<file path="config.mk">
export PLATFORM = sky130hd
export DESIGN_NAME = lpd_hit_logger
export DESIGN_NICKNAME = d
export VERILOG_FILES = /design/src/rtl/lpd_hit_logger.sv
export SDC_FILE = /design/constraint.sdc
export NUM_CORES = 1
export LEC_CHECK = 0
export BUFFER_PORTS_ARGS = -buffer_cell sky130_fd_sc_hd__buf_4
export CAP_MARGIN = 40
export CORE_UTILIZATION = 45
export DETAILED_ROUTE_END_ITERATION = 8
export PLACE_DENSITY = 0.67
export SLEW_MARGIN = 15
export SYNTH_ARGS = -nofsm -noshare
export SYNTH_HDL_FRONTEND = slang
export SYNTH_SLANG_ARGS = --single-unit
</file>
<file path="constraint.sdc">
create_clock -name clk -period 2.4 [get_ports clk]
set_input_delay 0.24 -clock clk [delete_from_list [all_inputs] [get_ports clk]]
set_output_delay 0.24 -clock clk [all_outputs]
set_load 0.005 [all_outputs]
</file>
<file path="src/rtl/lpd_hit_logger.sv">
// Logs addresses of LPD pattern hits into a show-ahead FIFO and cross-checks LPD's running count.
// Optional build macro LPD_LOG_DEDUP_EN suppresses repeated hits on the same address.
module lpd_hit_logger #(
    parameter int AW    = 10,
    parameter int CW    = 4,
    parameter int DEPTH = 16
) (
    input  logic          clk,
    input  logic          rst,
    input  logic [AW-1:0] det_addr,
    input  logic          det_flag,
    input  logic [CW-1:0] det_count,
    input  logic          det_fin,
    input  logic          rd_ready,
    output logic          rd_valid,
    output logic [AW-1:0] rd_addr,
    output logic [CW-1:0] hit_total,
    output logic          busy,
    output logic          done,
    output logic          err_cnt,
    output logic          err_ovf
);

    localparam int PW = $clog2(DEPTH);
    localparam logic [PW:0] FULL_OCC = (PW+1)'(DEPTH);

    typedef enum logic [1:0] {
        S_COLLECT,
        S_DRAIN,
        S_DONE
    } state_t;

    state_t        state, state_nx;
    logic [AW-1:0] mem [DEPTH];
    logic [PW-1:0] wr_ptr, rd_ptr, rd_ptr_nx;
    logic [PW:0]   occ, occ_mid, occ_nx;
    logic          hit, push, pop, full, is_repeat;

`ifdef LPD_LOG_DEDUP_EN
    logic [AW-1:0] last_addr;
    logic          last_valid;

    assign is_repeat = last_valid && (det_addr == last_addr);

    always_ff @(posedge clk) begin
        if (rst) begin
            last_valid <= 1'b0;
            last_addr  <= '0;
        end else if (hit) begin
            last_valid <= 1'b1;
            last_addr  <= det_addr;
        end
    end
`else
    assign is_repeat = 1'b0;
`endif

    assign hit       = (state == S_COLLECT) && det_flag && !is_repeat;
    assign full      = (occ == FULL_OCC);
    assign pop       = rd_valid && rd_ready;
    assign push      = hit && (!full || pop);
    assign occ_mid   = occ - {{PW{1'b0}}, pop};
    assign occ_nx    = occ_mid + {{PW{1'b0}}, push};
    assign rd_ptr_nx = pop ? rd_ptr + PW'(1) : rd_ptr;
    assign busy      = (state != S_DONE);
    assign done      = (state == S_DONE);

    always_ff @(posedge clk) begin
        if (!rst && push) begin
            mem[wr_ptr] <= det_addr;
        end
    end

    // The head register is refilled from the slot rd_ptr will point at next,
    // bypassing memory when the pushed entry is the only one left.
    always_ff @(posedge clk) begin
        if (rst) begin
            state     <= S_COLLECT;
            wr_ptr    <= '0;
            rd_ptr    <= '0;
            occ       <= '0;
            rd_valid  <= 1'b0;
            rd_addr   <= '0;
            hit_total <= '0;
            err_cnt   <= 1'b0;
            err_ovf   <= 1'b0;
        end else begin
            state    <= state_nx;
            occ      <= occ_nx;
            rd_ptr   <= rd_ptr_nx;
            rd_valid <= (occ_nx != '0);
            if (push) begin
                wr_ptr <= wr_ptr + PW'(1);
            end
            if (occ_mid == '0) begin
                if (push) begin
                    rd_addr <= det_addr;
                end
            end else begin
                rd_addr <= mem[rd_ptr_nx];
            end
            if (hit) begin
                hit_total <= hit_total + CW'(1);
                if (det_count != hit_total + CW'(1)) begin
                    err_cnt <= 1'b1;
                end
                if (full && !pop) begin
                    err_ovf <= 1'b1;
                end
            end
        end
    end

    always_comb begin
        state_nx = state;
        case (state)
            S_COLLECT: if (det_fin) state_nx = S_DRAIN;
            S_DRAIN:   if (occ == '0) state_nx = S_DONE;
            S_DONE:    state_nx = S_DONE;
            default:   state_nx = S_COLLECT;
        endcase
    end

endmodule

</file>
==> results.md, run 1 <==
- In the finished design, the share of the clock period the worst path needs comes to 97.27%.
- The time the worst path needs with I/O delays and setup is between 2 and 2.5 ns.
- The largest driver fanout on the critical path is 10.
- The share of the Yosys chip area taken by registers is 66.29%.
- The global-route usage over all layers is 20.36%.
- The cell sitting at the root of the clock tree is a sky130_fd_sc_hd__clkbuf_16.
- The highest clock rate is ~430 MHz.
- The final weighted congestion in routability-driven placement is 0.8512.
- The largest net degree at the start of global routing is 36.
- CTS saw roughly 190 sinks.
- Of the total power, the share spent switching nets is about 31%.
- The number of primary I/O pins is 38.
- The class of the worst hold path is input pin to flop.
- Leaving out fill and tap cells, the most frequent cell in the layout is sky130_fd_sc_hd__edfxtp_1.
- The number of max-capacitance violations reported is 0.
- The die area is 18,800 um^2.
- The HPWL reported at the end of detailed placement is around 12,000 um.
- The via density per instance is 5.606.
- The arrival time at the worst endpoint is 2.70 ns.
- The detail-routed net length per standard cell is 21.42 um.
- The count of input and output buffers is 37.
- Clock tree synthesis inserted a total of 17 buffers.
- The remaining max-slew budget at the tightest pin is 70.70%.
- The count of flip-flops with a built-in enable after synthesis is 160.
- Power comes to ~0.01 W.
- In this run the power density over the cells is 1007 nW/um^2.
- The synthesized netlist net count is 537.
- The maximum vdd drop is around 0.53 mV.
- The endpoint identified for the worst register-to-register timing path is rd_addr[7]$_SDFFE_PP0P_.
- The share of flip-flops with an asynchronous set or reset after synthesis is 0%.
- Per report_power, the combinational group accounts for between 30% and 40% of the total.
- For this run, the number of Yosys warnings is 0.
- The worst reg-to-reg path cell count is 7.
- The later pin in the worst-skew pair is clocked with a latency of about 0.44 ns.
- The endpoint required time on the critical path is approximately 2.8 ns.
- The max-slew violation total from the final report is 0.
- The clock tree synthesis step divided the H-tree into 4 levels.
- The internal power is 0.006755 W.
- The first-pass detailed-route iteration total is 4.
- For the pin with the worst max-slew slack, the measured transition is 0.4379 ns.
- The layout has 1,411 filler cells.
- Cells fill 54.44% of the core in the end.
- The number of cell rows is 49.
- For this block, the routed nets add up to 17,560 um of wire.
- Cells with a size suffix above 1 make up 28.26% of the layout.
- STA classifies the critical path endpoint as a flop.
- The flip-flop cell with the highest count after synthesis is sky130_fd_sc_hd__edfxtp_1.
- For flop-to-flop paths, the worst setup slack is 0.07 ns.
- From bottom edge to top edge, the die measures between 100 and 150 um.
- The flow ran to the end, and the final reports show no timing, DRC or antenna violations.
- The leakage power figure is 3.347 nW.
- The sequential group share of total power is between 40% and 50%.
- The most critical setup path has its startpoint at rd_ptr[0]$_SDFF_PP0_.
- In the layout the commonest cells are sky130_fd_sc_hd__edfxtp_1, sky130_fd_sc_hd__buf_4, sky130_fd_sc_hd__mux2i_1.
- At the placement stage, the worst setup path has a slack of between 0.02 and 0.025 ns.
- For this configuration, the core starts out at a cell density of between 40% and 50%.
- After floorplanning, the core was sized to cover 17,900 um^2.
- The mapped cell area is approximately 8200 um^2.
- The mean post-synth cell area is 16.30 um^2.
- The final global-route overflow total is 0.
- The total inserted antenna cells is 0.
- The hold violation total from the final report came to 0.
- The worst hold path startpoint is det_flag.
- The first-pass GRT wire length is 26,880 um.
- In the routed design, unresolved DRC markers number 0.
- The worst hold slack is 0.1107 ns.
- The worst setup path is of the flop to flop kind.
- The number of global-route vias before repair came to 4,613.
- The synthesized flop and latch total is between 150 and 200.
- The post-synthesis cell count is approximately 500.
- Relative to the synthesized area, the layout overhead comes to 18.64%.
- Setup slack on the critical path of the routed design comes to between 0.06 and 0.07 ns.
- In this run, distinct cell masters in the synthesized netlist total 45.
- The count of nets left with antenna violations once routing finished came out at 0.
- The final setup skew is 0.007690 ns.
- The clock passes through at most 2 buffers.
- The net count of the finished layout is 611.
- From left edge to right edge, the die measures between 100 and 150 um.
- In this run the power spent charging and discharging nets is 0.003056 W.
- Buffers inserted to repair hold after CTS numbered 0.
- In this run the worst setup path terminates at rd_addr[7]$_SDFFE_PP0P_.
- The CTS tree is built.
- In this run, the number of DRC markers left after iteration 0 of detailed routing was 388.
- The count of endpoints failing setup in the final report is 0.
- The initial antenna violation count is 0.
- The count of vias placed by the detailed router is 4,597.
- The launch point of the worst reg-to-reg path is rd_ptr[0]$_SDFF_PP0_.
- The fraction of power consumed by the clock network is around 27%.
- After clock tree synthesis, the clock-pin slew on the worst setup and hold paths is 0.07 ns.
- STA classifies the critical path startpoint as a flop.
power by group through the flow:
stage	registers [W]	logic (W)	clock network [W]
after global placement	0.00408	0.00289	0
after global routing	0.00406	0.00339	0.00282
after CTS	0.00402	0.00300	0.00268
final	0.00404	0.00314	0.00263
after floorplan	0.00404	0.00201	0
after detailed placement	0.00409	0.00295	0
logic make-up (layout without fill, tap and decap cells):
logic type,Yosys count,count (layout),share of synthesized area (%)
AOI/OAI and AO/OA,58,58,3.976
muxes,96,96,17.73
DFF,192,192,66.29
adders and majority gates,14,14,2.133
xor gates and xnor gates,21,21,2.422
and+or+nand+nor,86,86,5.088
buffers and inverters,37,124,2.361
worst min-delay path by stage:
stage / endpoint / slack (ns) / depth (start not counted)
after global placement: err_cnt$_SDFFE_PP0P_ / 0.45 / 2
after floorplan: mem[0][0]$_DFFE_PP_ / 0.34 / 0
final: hit_total[1]$_SDFFE_PP0P_ / 0.11 / 3
after CTS: mem[7][6]$_DFFE_PP_ / 0.1 / 1
after global routing: hit_total[1]$_SDFFE_PP0P_ / 0.11 / 3
after detailed placement: err_ovf$_SDFFE_PP0P_ / 0.46 / 2
sequential cells by signal, indices dropped and copies added (netlist names):
register   flops
mem          160
rd_addr       10
occ            5
hit_total      4
rd_ptr         4
wr_ptr         4
state          2
err_cnt        1
err_ovf        1
rd_valid       1
layer usage:
metal	share of wire, %	global-route usage, %	up-vias
met1	42	26.30	2352
met3	4.7	4.148	23
met2	51	33.70	115
met5	0	0	-
met4	1.9	7.998	0
li1	-	-	2107
worst max-delay path: stages (launching register included):
cell                      delay, ns
sky130_fd_sc_hd__dfxtp_1       0.46
sky130_fd_sc_hd__ha_2          0.38
sky130_fd_sc_hd__buf_4         0.22
sky130_fd_sc_hd__mux2i_1       0.14
sky130_fd_sc_hd__mux4_2        0.49
sky130_fd_sc_hd__o21ai_0       0.34
sky130_fd_sc_hd__a21oi_1       0.09
sky130_fd_sc_hd__a21oi_1       0.16
per-stage QoR:
step                         TNS (ns)  instances  area, um^2
final                               0        820        9746
after global placement              0        783        9082
after global routing      -0.00003775        820        9746
after detailed placement            0        783        9082
after floorplan                     0        504        8214
after CTS                           0        816        9638
timing repair:
item | 4_1_cts | 5_1_grt
setup endpoints to repair | 1 | 37
resized for setup | 0 | 12
setup buffers | 1 | 4
pin swaps | 1 | 2
hold endpoints to repair | 0 | 0
cell usage after synthesis, types with 2 or more instances:
library cell	count	area, um^2
sky130_fd_sc_hd__edfxtp_1	160	4805
sky130_fd_sc_hd__mux2i_1	53	530.5
sky130_fd_sc_hd__nor2_1	43	161.4
sky130_fd_sc_hd__mux4_2	39	878.3
sky130_fd_sc_hd__dfxtp_1	32	640.6
sky130_fd_sc_hd__a21oi_1	23	115.1
sky130_fd_sc_hd__o21ai_0	20	100.1
sky130_fd_sc_hd__ha_1	14	175.2
sky130_fd_sc_hd__inv_1	12	45.04
sky130_fd_sc_hd__xnor2_1	11	96.34
sky130_fd_sc_hd__nand3_1	9	45.04
sky130_fd_sc_hd__buf_2	8	40.04
sky130_fd_sc_hd__clkbuf_1	8	30.03
sky130_fd_sc_hd__xor2_1	8	70.07
sky130_fd_sc_hd__nand2_1	7	26.28
sky130_fd_sc_hd__nand2b_1	5	31.28
sky130_fd_sc_hd__buf_4	4	30.03
sky130_fd_sc_hd__nor2b_1	4	25.02
sky130_fd_sc_hd__a22oi_1	3	22.52
sky130_fd_sc_hd__buf_6	3	33.78
sky130_fd_sc_hd__mux2_2	3	33.78
sky130_fd_sc_hd__nor3_1	3	15.01
sky130_fd_sc_hd__nor4_1	3	18.77
sky130_fd_sc_hd__o221ai_1	3	26.28
sky130_fd_sc_hd__a31oi_1	2	12.51
sky130_fd_sc_hd__a41oi_1	2	17.52
sky130_fd_sc_hd__nand3b_1	2	15.01
sky130_fd_sc_hd__nand4b_1	2	17.52
sky130_fd_sc_hd__o21ai_1	2	10.01
cell type report:
cell class / count / area [um^2] / share of cell area [%]
multi-input cells: 275 / 2659 / 27.28
clock buffers: 18 / 429.2 / 4.404
inverters: 13 / 56.30 / 0.5777
clock inverters: 14 / 118.9 / 1.220
flip-flops and latches: 192 / 5445 / 55.87
repair buffers: 79 / 750.7 / 7.703
well taps: 229 / 286.5 / 2.940
Note: power is estimated with default switching activity, not from simulation.
==> run 2, diff against run 1 <==
--- a/config.mk
+++ b/config.mk
@@ -5,6 +5,7 @@
 export SDC_FILE = /design/constraint.sdc
 export NUM_CORES = 1
 export LEC_CHECK = 0
+export ABC_AREA = 1
 export BUFFER_PORTS_ARGS = -buffer_cell sky130_fd_sc_hd__buf_4
 export CAP_MARGIN = 40
 export CORE_UTILIZATION = 45
==> run 2 against run 1 <==
Against the previous run:
- global-route usage grew 0.91 points
- worst setup slack gained 0.16 ns
- power shrank 0.14%
- hold slack gained 0.043 ns
==> results.md, run 2 <==
- Run status: complete, no violations (unchanged).
- The remaining max-slew budget at the tightest pin is 56.61% (was 70.70%).
- The leakage power figure is 4.125 nW (was 3.347 nW).
- The top cell type's share of synthesized area is 54.84% (was 58.49%).
- The CTS sink count is 192 (unchanged).
- The CTS tree is built (unchanged).
- The final global-route overflow total is 0 (unchanged).
- The flip-flop count of the largest register after layout is 160 (unchanged).
- The sequential group share of total power is 40.3% (was 41.1%).
- The area of combinational cells with multiple inputs is 2668 um^2 (was 2659 um^2).
- The total setup buffers inserted after CTS is 0 (was 1).
- The endpoint of the worst hold path is mem[12][0]$_DFFE_PP_ (was hit_total[1]$_SDFFE_PP0P_).
- The register-to-register setup slack is 0.22 ns (was 0.07 ns).
- The synthesized flop and latch total came to 192 (unchanged).
- The mapped cell area is 8761 um^2 (was 8214 um^2).
- The worst hold path startpoint was det_addr[0] (was det_flag).
- The fraction of power consumed by the clock network is 27.5% (was 26.9%).
- The total area of sequential cells was 5445 um^2 (unchanged).
- The time the worst path needs with I/O delays and setup is 2.175 ns (was 2.334 ns).
- The combinational share of power was 32.2% (was 32.0%).
- The cell type with the highest aggregate area in the netlist is sky130_fd_sc_hd__edfxtp_1 (unchanged).
- The final setup skew is 0.007670 ns (was 0.007690 ns).
- The class of the most critical setup path is flop to flop (unchanged).
- The actual slew at the worst max-slew pin is 0.6502 ns (was 0.4379 ns).
- The power per cell area is 971.5 nW/um^2 (was 1007 nW/um^2).
- The net switching share of the total power is 34.19% (was 31.15%).
- Leading post-synthesis cells by instance count: sky130_fd_sc_hd__nand3_1, sky130_fd_sc_hd__edfxtp_1, sky130_fd_sc_hd__nand2_1 (was sky130_fd_sc_hd__edfxtp_1, sky130_fd_sc_hd__mux2i_1, sky130_fd_sc_hd__nor2_1).
- The most frequently used cell type in the post-synthesis netlist was sky130_fd_sc_hd__nand3_1 (was sky130_fd_sc_hd__edfxtp_1).
- The class of the worst hold path is input pin to flop (unchanged).
- The wire length reported by the detailed router came to 20,170 um (was 17,560 um).
- Setup repair after global routing left no endpoint under its margin.
- The arrival time at the worst endpoint came to 2.31 ns (was 2.70 ns).
- The clock slew at the register clock pins of the worst setup and hold paths is 0.07 ns (about the same).
- The count of input and output buffers is 37 (unchanged).
- The count of endpoints failing setup in the final report was 0 (unchanged).
- The iteration-0 DRC count of the detailed router is 564 (was 388).
- Commonest non-fill, non-tap cells in the layout: sky130_fd_sc_hd__nand3_1, sky130_fd_sc_hd__edfxtp_1, sky130_fd_sc_hd__nand2_1 (was sky130_fd_sc_hd__edfxtp_1, sky130_fd_sc_hd__buf_4, sky130_fd_sc_hd__mux2i_1).
- The horizontal die dimension is 141.5 um (was 137.1 um).
- The count of flip-flops with a built-in enable after synthesis is 160 (unchanged).
- The synthesized netlist net count is 901 (was 537).
- The number of global-route vias before repair is 5,980 (was 4,613).
- The most common library cell in the layout ignoring fill and taps was sky130_fd_sc_hd__nand3_1 (was sky130_fd_sc_hd__edfxtp_1).
- The max-slew violation total from the final report came to 0 (unchanged).
- The critical path endpoint category is a flop (unchanged).
- The via density per instance is 5.239 (was 5.606).
- The largest driver fanout on the critical path came to 14 (was 10).
- The first-pass GRT wire length is 31,930 um (was 26,880 um).
- The effective utilization at floorplan came to 46.37% (was 45.88%).
- The endpoint of the lowest-slack register-to-register path is mem[1][9]$_DFFE_PP_ (was rd_addr[7]$_SDFFE_PP0P_).
- The root buffer selected by CTS is sky130_fd_sc_hd__clkbuf_16 (unchanged).
- The post-synthesis cell count came to 868 (was 504).
- The HPWL reported at the end of detailed placement came to 12,400 um (was 11,750 um).
- Cell types with the largest area share after synthesis: sky130_fd_sc_hd__edfxtp_1, sky130_fd_sc_hd__nand3_1, sky130_fd_sc_hd__dfxtp_1, sky130_fd_sc_hd__nand2_1, sky130_fd_sc_hd__inv_1 (was sky130_fd_sc_hd__edfxtp_1, sky130_fd_sc_hd__mux4_2, sky130_fd_sc_hd__dfxtp_1, sky130_fd_sc_hd__mux2i_1, sky130_fd_sc_hd__ha_1).
- The final total power is 0.009797 W (was 0.009811 W).
- The number of primary I/O pins was 38 (unchanged).
- The number of unique standard cell types used by synthesis came to 28 (was 45).
- The final weighted congestion in routability-driven placement was 0.8612 (was 0.8512).
- The highest clock rate is 459.7 MHz (was 428.4 MHz).
- The total inserted antenna cells is 0 (unchanged).
- The endpoint required time on the critical path is 2.54 ns (was 2.77 ns).
- The post-detailed-placement cell area was 9510 um^2 (was 9082 um^2).
- The count of hold buffers inserted by post-cts repair is 0 (unchanged).
- The share of flip-flops with an asynchronous set or reset after synthesis is 0% (unchanged).
- The worst hold path stage count came to 1 (was 3).
- The source-to-sink clock delay at the later pin of the worst-skew pair is 0.43 ns (was 0.44 ns).
- The period utilization was 90.63% (was 97.27%).
- The warning count from the yosys run came to 0 (unchanged).
- The remaining antenna violation count is 0 (unchanged).
- The worst hold slack came to 0.1533 ns (was 0.1107 ns).
- The number of fillers in the final layout is 1,670 (was 1,411).
- The largest net degree at the start of global routing is 81 (was 36).
- The first-pass detailed-route iteration total is 5 (was 4).
- The register with the highest flop count is mem (unchanged).
- The number of max-capacitance violations reported is 0 (unchanged).
- The number of cell rows came to 50 (was 49).
- The DRC violation count after routing is 0 (unchanged).
- The worst reg-to-reg path cell count was 9 (was 7).
- The launch point of the worst reg-to-reg path is state[0]$_SDFFE_PP0P_ (was rd_ptr[0]$_SDFF_PP0_).
- The area overhead of the layout relative to synthesis is 15.11% (was 18.64%).
- The mean post-synth cell area is 10.09 um^2 (was 16.30 um^2).
- The final sum of negative setup slack came to 0 ns (unchanged).
- The number of buffers inserted during clock tree synthesis is 17 (unchanged).
- The count of cells resized by post-cts repair is 0 (unchanged).
- The cell area after layout came to 10,080 um^2 (was 9746 um^2).
- The number of buffers between clock root and the deepest sink is 2 (unchanged).
- The flip-flop cell with the highest count after synthesis is sky130_fd_sc_hd__edfxtp_1 (unchanged).
- The post-synthesis sequential area ratio is 62.15% (was 66.29%).
- The detail-routed net length per standard cell was 17.01 um (was 21.42 um).
- The count of vias placed by the detailed router is 6,213 (was 4,597).
- The die area is 20,030 um^2 (was 18,800 um^2).
- The internal power is 0.006447 W (was 0.006755 W).
- The startpoint type of the worst setup path is a flop (unchanged).
- The ratio of cells with drive above 1 in the final layout is 13.07% (was 28.26%).
- The net count of the finished layout is 946 (was 611).
- The hold violation total from the final report was 0 (unchanged).
- The initial antenna violation count came to 0 (unchanged).
- The vertical die dimension is 141.5 um (was 137.1 um).
- The number of H-tree branching levels is 4 (unchanged).
- Largest regs: mem (160), rd_addr (10), occ (5) (unchanged).
- The switching power is 0.003350 W (was 0.003056 W).
- The maximum vdd drop is 0.5370 mV (was 0.5325 mV).
- The global-route usage over all layers is 21.27% (was 20.36%).
- The area inside the core boundary came to 18,890 um^2 (was 17,900 um^2).
## run 2: changes by cell type in the layout (fill, tap and decap cells not counted), sizes merged, moves of 5 or more
cell    previous run  this run
buf               79        73
inv               22       128
mux2i             54         0
mux4              39         0
nand2              8       163
nand2b             5         0
nand3              9       166
nand3b             2        51
nand4              2        20
nor2              43        29
nor3               3        12
o21ai             22        11
xnor2             12         4
## run 2: worst max path at each step
| stage | from | endpoint | slack [ns] | cells after the start |
|---|---|---|---|---|
| finish | state[0]$_SDFFE_PP0P_ | mem[1][9]$_DFFE_PP_ | 0.22 | 9 |
| global placement | state[0]$_SDFFE_PP0P_ | mem[2][2]$_DFFE_PP_ | 0.21 | 8 |
| global route | rd_valid$_SDFF_PP0_ | rd_addr[8]$_SDFFE_PP0P_ | 0.009 | 13 |
| detailed placement | rd_ready | rd_addr[7]$_SDFFE_PP0P_ | 0.19 | 13 |
| floorplan | state[0]$_SDFFE_PP0P_ | mem[10][0]$_DFFE_PP_ | 0.08 | 7 |
| CTS | rd_valid$_SDFF_PP0_ | rd_addr[7]$_SDFFE_PP0P_ | 0.16 | 12 |
## run 2: power groups by stage
stage | combinational [W] | clock (W) | sequential (W)
final | 0.00315 | 0.00269 | 0.00395
after global routing | 0.00354 | 0.00284 | 0.00397
after CTS | 0.00313 | 0.00272 | 0.00395
after detailed placement | 0.00310 | 0 | 0.00402
after global placement | 0.00305 | 0 | 0.00402
after floorplan | 0.00212 | 0 | 0.00400
## run 2: stage by stage
step	utilization, %	instances	setup slack (ns)
after global routing	53.38	1186	0.009373
after detailed placement	50.34	1154	0.1860
final	53.38	1186	0.2248
after global placement	50.30	1153	0.2103
after floorplan	-	868	0.08110
after CTS	53.28	1186	0.1551
## run 2: cell type report
cell class	instances	share of cell area, %
inverters	127	4.727
well taps	260	3.226
clock buffers	21	4.367
flip-flops and latches	192	53.99
multi-input cells	502	26.45
repair buffers	73	6.092
clock inverters	11	1.141
## run 2: metal layers
layer / vias to the layer above / GRT usage, % / part of all wire [%]
met1: 2972 / 27.70 / 43
met4: 0 / 8.149 / 2.4
met2: 188 / 35.96 / 49
li1: 3023 / - / -
met5: - / 0 / 0
met3: 30 / 3.172 / 4.9
## run 2: cells by family (layout without fill, tap and decap cells)
kind of cell,after synthesis,after routing,synth area share (%)
and+or+nand+nor,445,445,24.91
DFF,192,192,62.15
buffers and inverters,174,232,7.926
AOI/OAI and AO/OA,33,33,1.928
adders and majority gates,14,14,1.999
xor gates and xnor gates,10,10,1.085
## run 2: worst max-delay path, stage by stage (launching register included)
cell and delay (ns):
sky130_fd_sc_hd__dfxtp_1 0.31, sky130_fd_sc_hd__inv_1 0.12, sky130_fd_sc_hd__ha_1 0.19, sky130_fd_sc_hd__nand2_1 0.13, sky130_fd_sc_hd__nor2_2 0.23, sky130_fd_sc_hd__inv_2 0.17, sky130_fd_sc_hd__nor2_1 0.15, sky130_fd_sc_hd__nand2_1 0.16
sky130_fd_sc_hd__nor2_2 0.21, sky130_fd_sc_hd__buf_4 0.20
==> run 3, diff against run 2 <==
--- a/config.mk
+++ b/config.mk
@@ -11,6 +11,7 @@
 export CORE_UTILIZATION = 45
 export DETAILED_ROUTE_END_ITERATION = 8
 export PLACE_DENSITY = 0.67
+export SETUP_SLACK_MARGIN = 0.4
 export SLEW_MARGIN = 15
 export SYNTH_ARGS = -nofsm -noshare
 export SYNTH_HDL_FRONTEND = slang
==> run 3 against run 2 <==
Against the previous run:
- hold slack worse by 0.033 ns
- largest power group unchanged
- clock power up 7%
- highest routed layer unchanged
- utilization up 2.0 points
- clock skew about the same
==> results.md, run 3 (same netlist as run 2, synthesis figures left out) <==
- The count of hold buffers inserted by post-cts repair was 0 (unchanged).
- The area overhead of the layout relative to synthesis was 19.37% (was 15.11%).
- The period utilization is 84.42% (was 90.63%).
- Critical-path cell list: nand2_4 -> inv_4 -> ha_4 -> ha_4 -> or2_1 -> nand2_2 -> nand3_2 -> nor2_4 -> buf_6 -> nand4_1 -> nand2_1 -> inv_1 -> a21oi_2 (was inv_1 -> ha_1 -> nand2_1 -> nor2_2 -> inv_2 -> nor2_1 -> nand2_1 -> nor2_2 -> buf_4).
- RSZ-0062 raised after global routing: yes (was no).
- The final sum of negative setup slack is 0 ns (unchanged).
- The clock slew at the register clock pins of the worst setup and hold paths came to 0.07 ns (about the same).
- The power per cell area is 1020 nW/um^2 (was 971.5 nW/um^2).
- The standard cell with the maximum stage delay on the critical path was sky130_fd_sc_hd__dfxtp_4 (was sky130_fd_sc_hd__dfxtp_1).
- The ratio of cells with drive above 1 in the final layout is 17.50% (was 13.07%).
- The met1 routing resource usage after global routing is 29.29% (was 27.70%).
- The count of vias placed by the detailed router is 6,409 (was 6,213).
- The number of placed instances, taps included is 1,148 (was 1,154).
- The number of max-capacitance violations reported is 0 (unchanged).
- The detail-routed net length per standard cell is 18.28 um (was 17.01 um).
- The number of buffers between clock root and the deepest sink is 2 (unchanged).
- The endpoint required time on the critical path came to 2.77 ns (was 2.54 ns).
- The HPWL reported at the end of detailed placement is 12,270 um (was 12,400 um).
- The register with the highest flop count is mem (unchanged).
- The vertical die dimension came to 141.5 um (unchanged).
- The root buffer selected by CTS is sky130_fd_sc_hd__clkbuf_16 (unchanged).
- The highest clock rate is 493.6 MHz (was 459.7 MHz).
- The global-route met3 utilization was 3.544% (was 3.172%).
- The worst hold slack came to 0.1208 ns (was 0.1533 ns).
- The most common library cell in the layout ignoring fill and taps is sky130_fd_sc_hd__nand3_1 (unchanged).
- The remaining antenna violation count is 0 (unchanged).
- The largest driver fanout on the critical path is 6 (was 14).
- The fraction of met2 tracks used by global routing is 36.45% (was 35.96%).
- The max-slew violation total from the final report is 0 (unchanged).
- Largest regs: mem (160), rd_addr (10), occ (5) (unchanged).
- The wire length reported by the detailed router is 21,880 um (was 20,170 um).
- The net count of the finished layout is 957 (was 946).
- The iteration-0 DRC count of the detailed router is 630 (was 564).
- The CTS tree was built (unchanged).
- The final total power is 0.01067 W (was 0.009797 W).
- The final setup skew is 0.008040 ns (was 0.007670 ns).
- The global-route usage over all layers came to 21.81% (was 21.27%).
- The total inserted antenna cells is 0 (unchanged).
- The remaining max-slew budget at the tightest pin is 68.93% (was 56.61%).
- The number of primary I/O pins is 38 (unchanged).
- The horizontal die dimension was 141.5 um (unchanged).
- The startpoint type of the worst setup path was a flop (unchanged).
- The critical path endpoint category is a flop (unchanged).
- The leakage power figure is 4.260 nW (was 4.125 nW).
- The critical path's largest stage delay is 0.36 ns (was 0.31 ns).
- The class of the worst hold path is input pin to flop (unchanged).
- Run status: complete, no violations (unchanged).
- The final weighted congestion in routability-driven placement was 0.8102 (was 0.8612).
- The initial antenna violation count was 0 (unchanged).
- The area inside the core boundary is 18,890 um^2 (unchanged).
- The number of buffers inserted during clock tree synthesis is 17 (unchanged).
- The first-pass detailed-route iteration total is 7 (was 5).
- The effective utilization at floorplan came to 46.37% (unchanged).
- The actual slew at the worst max-slew pin is 0.4660 ns (was 0.6502 ns).
- The most frequent cell on the critical path is sky130_fd_sc_hd__ha_4.
- The post-layout instance count excluding filler cells is 1,197 (was 1,186).
- The flip-flop count of the largest register after layout is 160 (unchanged).
- The first-pass GRT wire length is 32,410 um (was 31,930 um).
- The via density per instance came to 5.354 (was 5.239).
- The DRC violation count after routing is 0 (unchanged).
- The final global-route overflow total came to 0 (unchanged).
- The share of the core filled with cells in the final layout is 55.35% (was 53.38%).
- The source-to-sink clock delay at the later pin of the worst-skew pair is 0.44 ns (was 0.43 ns).
- The die area is 20,030 um^2 (unchanged).
- The count of input and output buffers is 37 (unchanged).
- The number of cell rows is 50 (unchanged).
- The number of H-tree branching levels was 4 (unchanged).
- The arrival time at the worst endpoint is 2.40 ns (was 2.31 ns).
- The routing layer with the top usage in global route is met2 (unchanged).
- The class of the most critical setup path is flop to flop (unchanged).
- The time the worst path needs with I/O delays and setup is 2.026 ns (was 2.175 ns).
- The largest net degree at the start of global routing is 81 (unchanged).
- The maximum vdd drop was 0.6569 mV (was 0.5370 mV).
- The number of fillers in the final layout is 1,605 (was 1,670).
- Commonest non-fill, non-tap cells in the layout: sky130_fd_sc_hd__nand3_1, sky130_fd_sc_hd__edfxtp_1, sky130_fd_sc_hd__nand2_1 (unchanged).
- The count of endpoints failing setup in the final report was 0 (unchanged).
- The hold violation total from the final report is 0 (unchanged).
- The number of global-route vias before repair is 5,903 (was 5,980).
- The CTS sink count is 192 (unchanged).
run 3: cell types whose count changed in the layout (fill, tap and decap cells not counted), moves of 5 or more:
cell / change
sky130_fd_sc_hd__buf_6: +8
sky130_fd_sc_hd__nand2_1: -7
sky130_fd_sc_hd__a21oi_1: -5
sky130_fd_sc_hd__a21oi_2: +5
sky130_fd_sc_hd__inv_1: -5
sky130_fd_sc_hd__nand2_2: +5
run 3: worst paths after layout:
kind                        startpoint                         to  slack, ns  depth (start not counted)
hold reg to reg   err_ovf$_SDFFE_PP0P_       err_ovf$_SDFFE_PP0P_       0.47                          2
hold / removal                det_flag  hit_total[0]$_SDFFE_PP0P_       0.12                          3
setup / recovery   rd_valid$_SDFF_PP0_    rd_addr[1]$_SDFFE_PP0P_       0.37                         13
setup reg to reg   rd_valid$_SDFF_PP0_    rd_addr[1]$_SDFFE_PP0P_       0.37                         13
run 3: report_power, final:
group / internal [W] / switching, W / total, W
clock network: 0.00158 / 0.00130 / 0.00288
registers: 0.00382 / 0.000142 / 0.00396
logic: 0.00145 / 0.00238 / 0.00382
total: 0.00685 / 0.00382 / 0.0107
run 3: area by class of cell:
type	instances	area (um^2)	share of cell area, %
repair buffers	82	774.5	7.406
flip-flops and latches	192	5449	52.11
repair inverters	2	15.01	0.1436
inverters	127	483.0	4.618
clock inverters	14	172.7	1.651
well taps	260	325.3	3.111
clock buffers	18	429.2	4.104
multi-input cells	502	2809	26.86
run 3: worst max-delay path, delay by kind of cell (launching register included):
kind / cells / cell delay (ns)
DFF: 1 / 0.36
AOI/OAI and AO/OA: 1 / 0.12
buffers and inverters: 3 / 0.25
and+or+nand+nor: 7 / 0.90
adders and majority gates: 2 / 0.32
run 3: routing by layer:
| layer | vias to the layer above | wire (um) |
|---|---|---|
| met4 | 0 | 390 |
| met3 | 40 | 1786 |
| li1 | 3051 | - |
| met1 | 3008 | 8683 |
| met5 | - | 0 |
| met2 | 310 | 11020 |
run 3: stage by stage:
stage	instance area, um^2	setup WS, ns
CTS	10160	0.4015
global placement	9463	0.2441
global route	10460	0.2709
floorplan	8786	0.2727
detailed placement	9470	0.1893
finish	10460	0.3739
run 3: repair_timing:
action                                  in CTS  in global routing
gates resized for setup                     15                 49
endpoints found under the setup margin      43                148
gates cloned                                 2                  6
setup buffers                                4                  5
pin swaps                                    4                 28
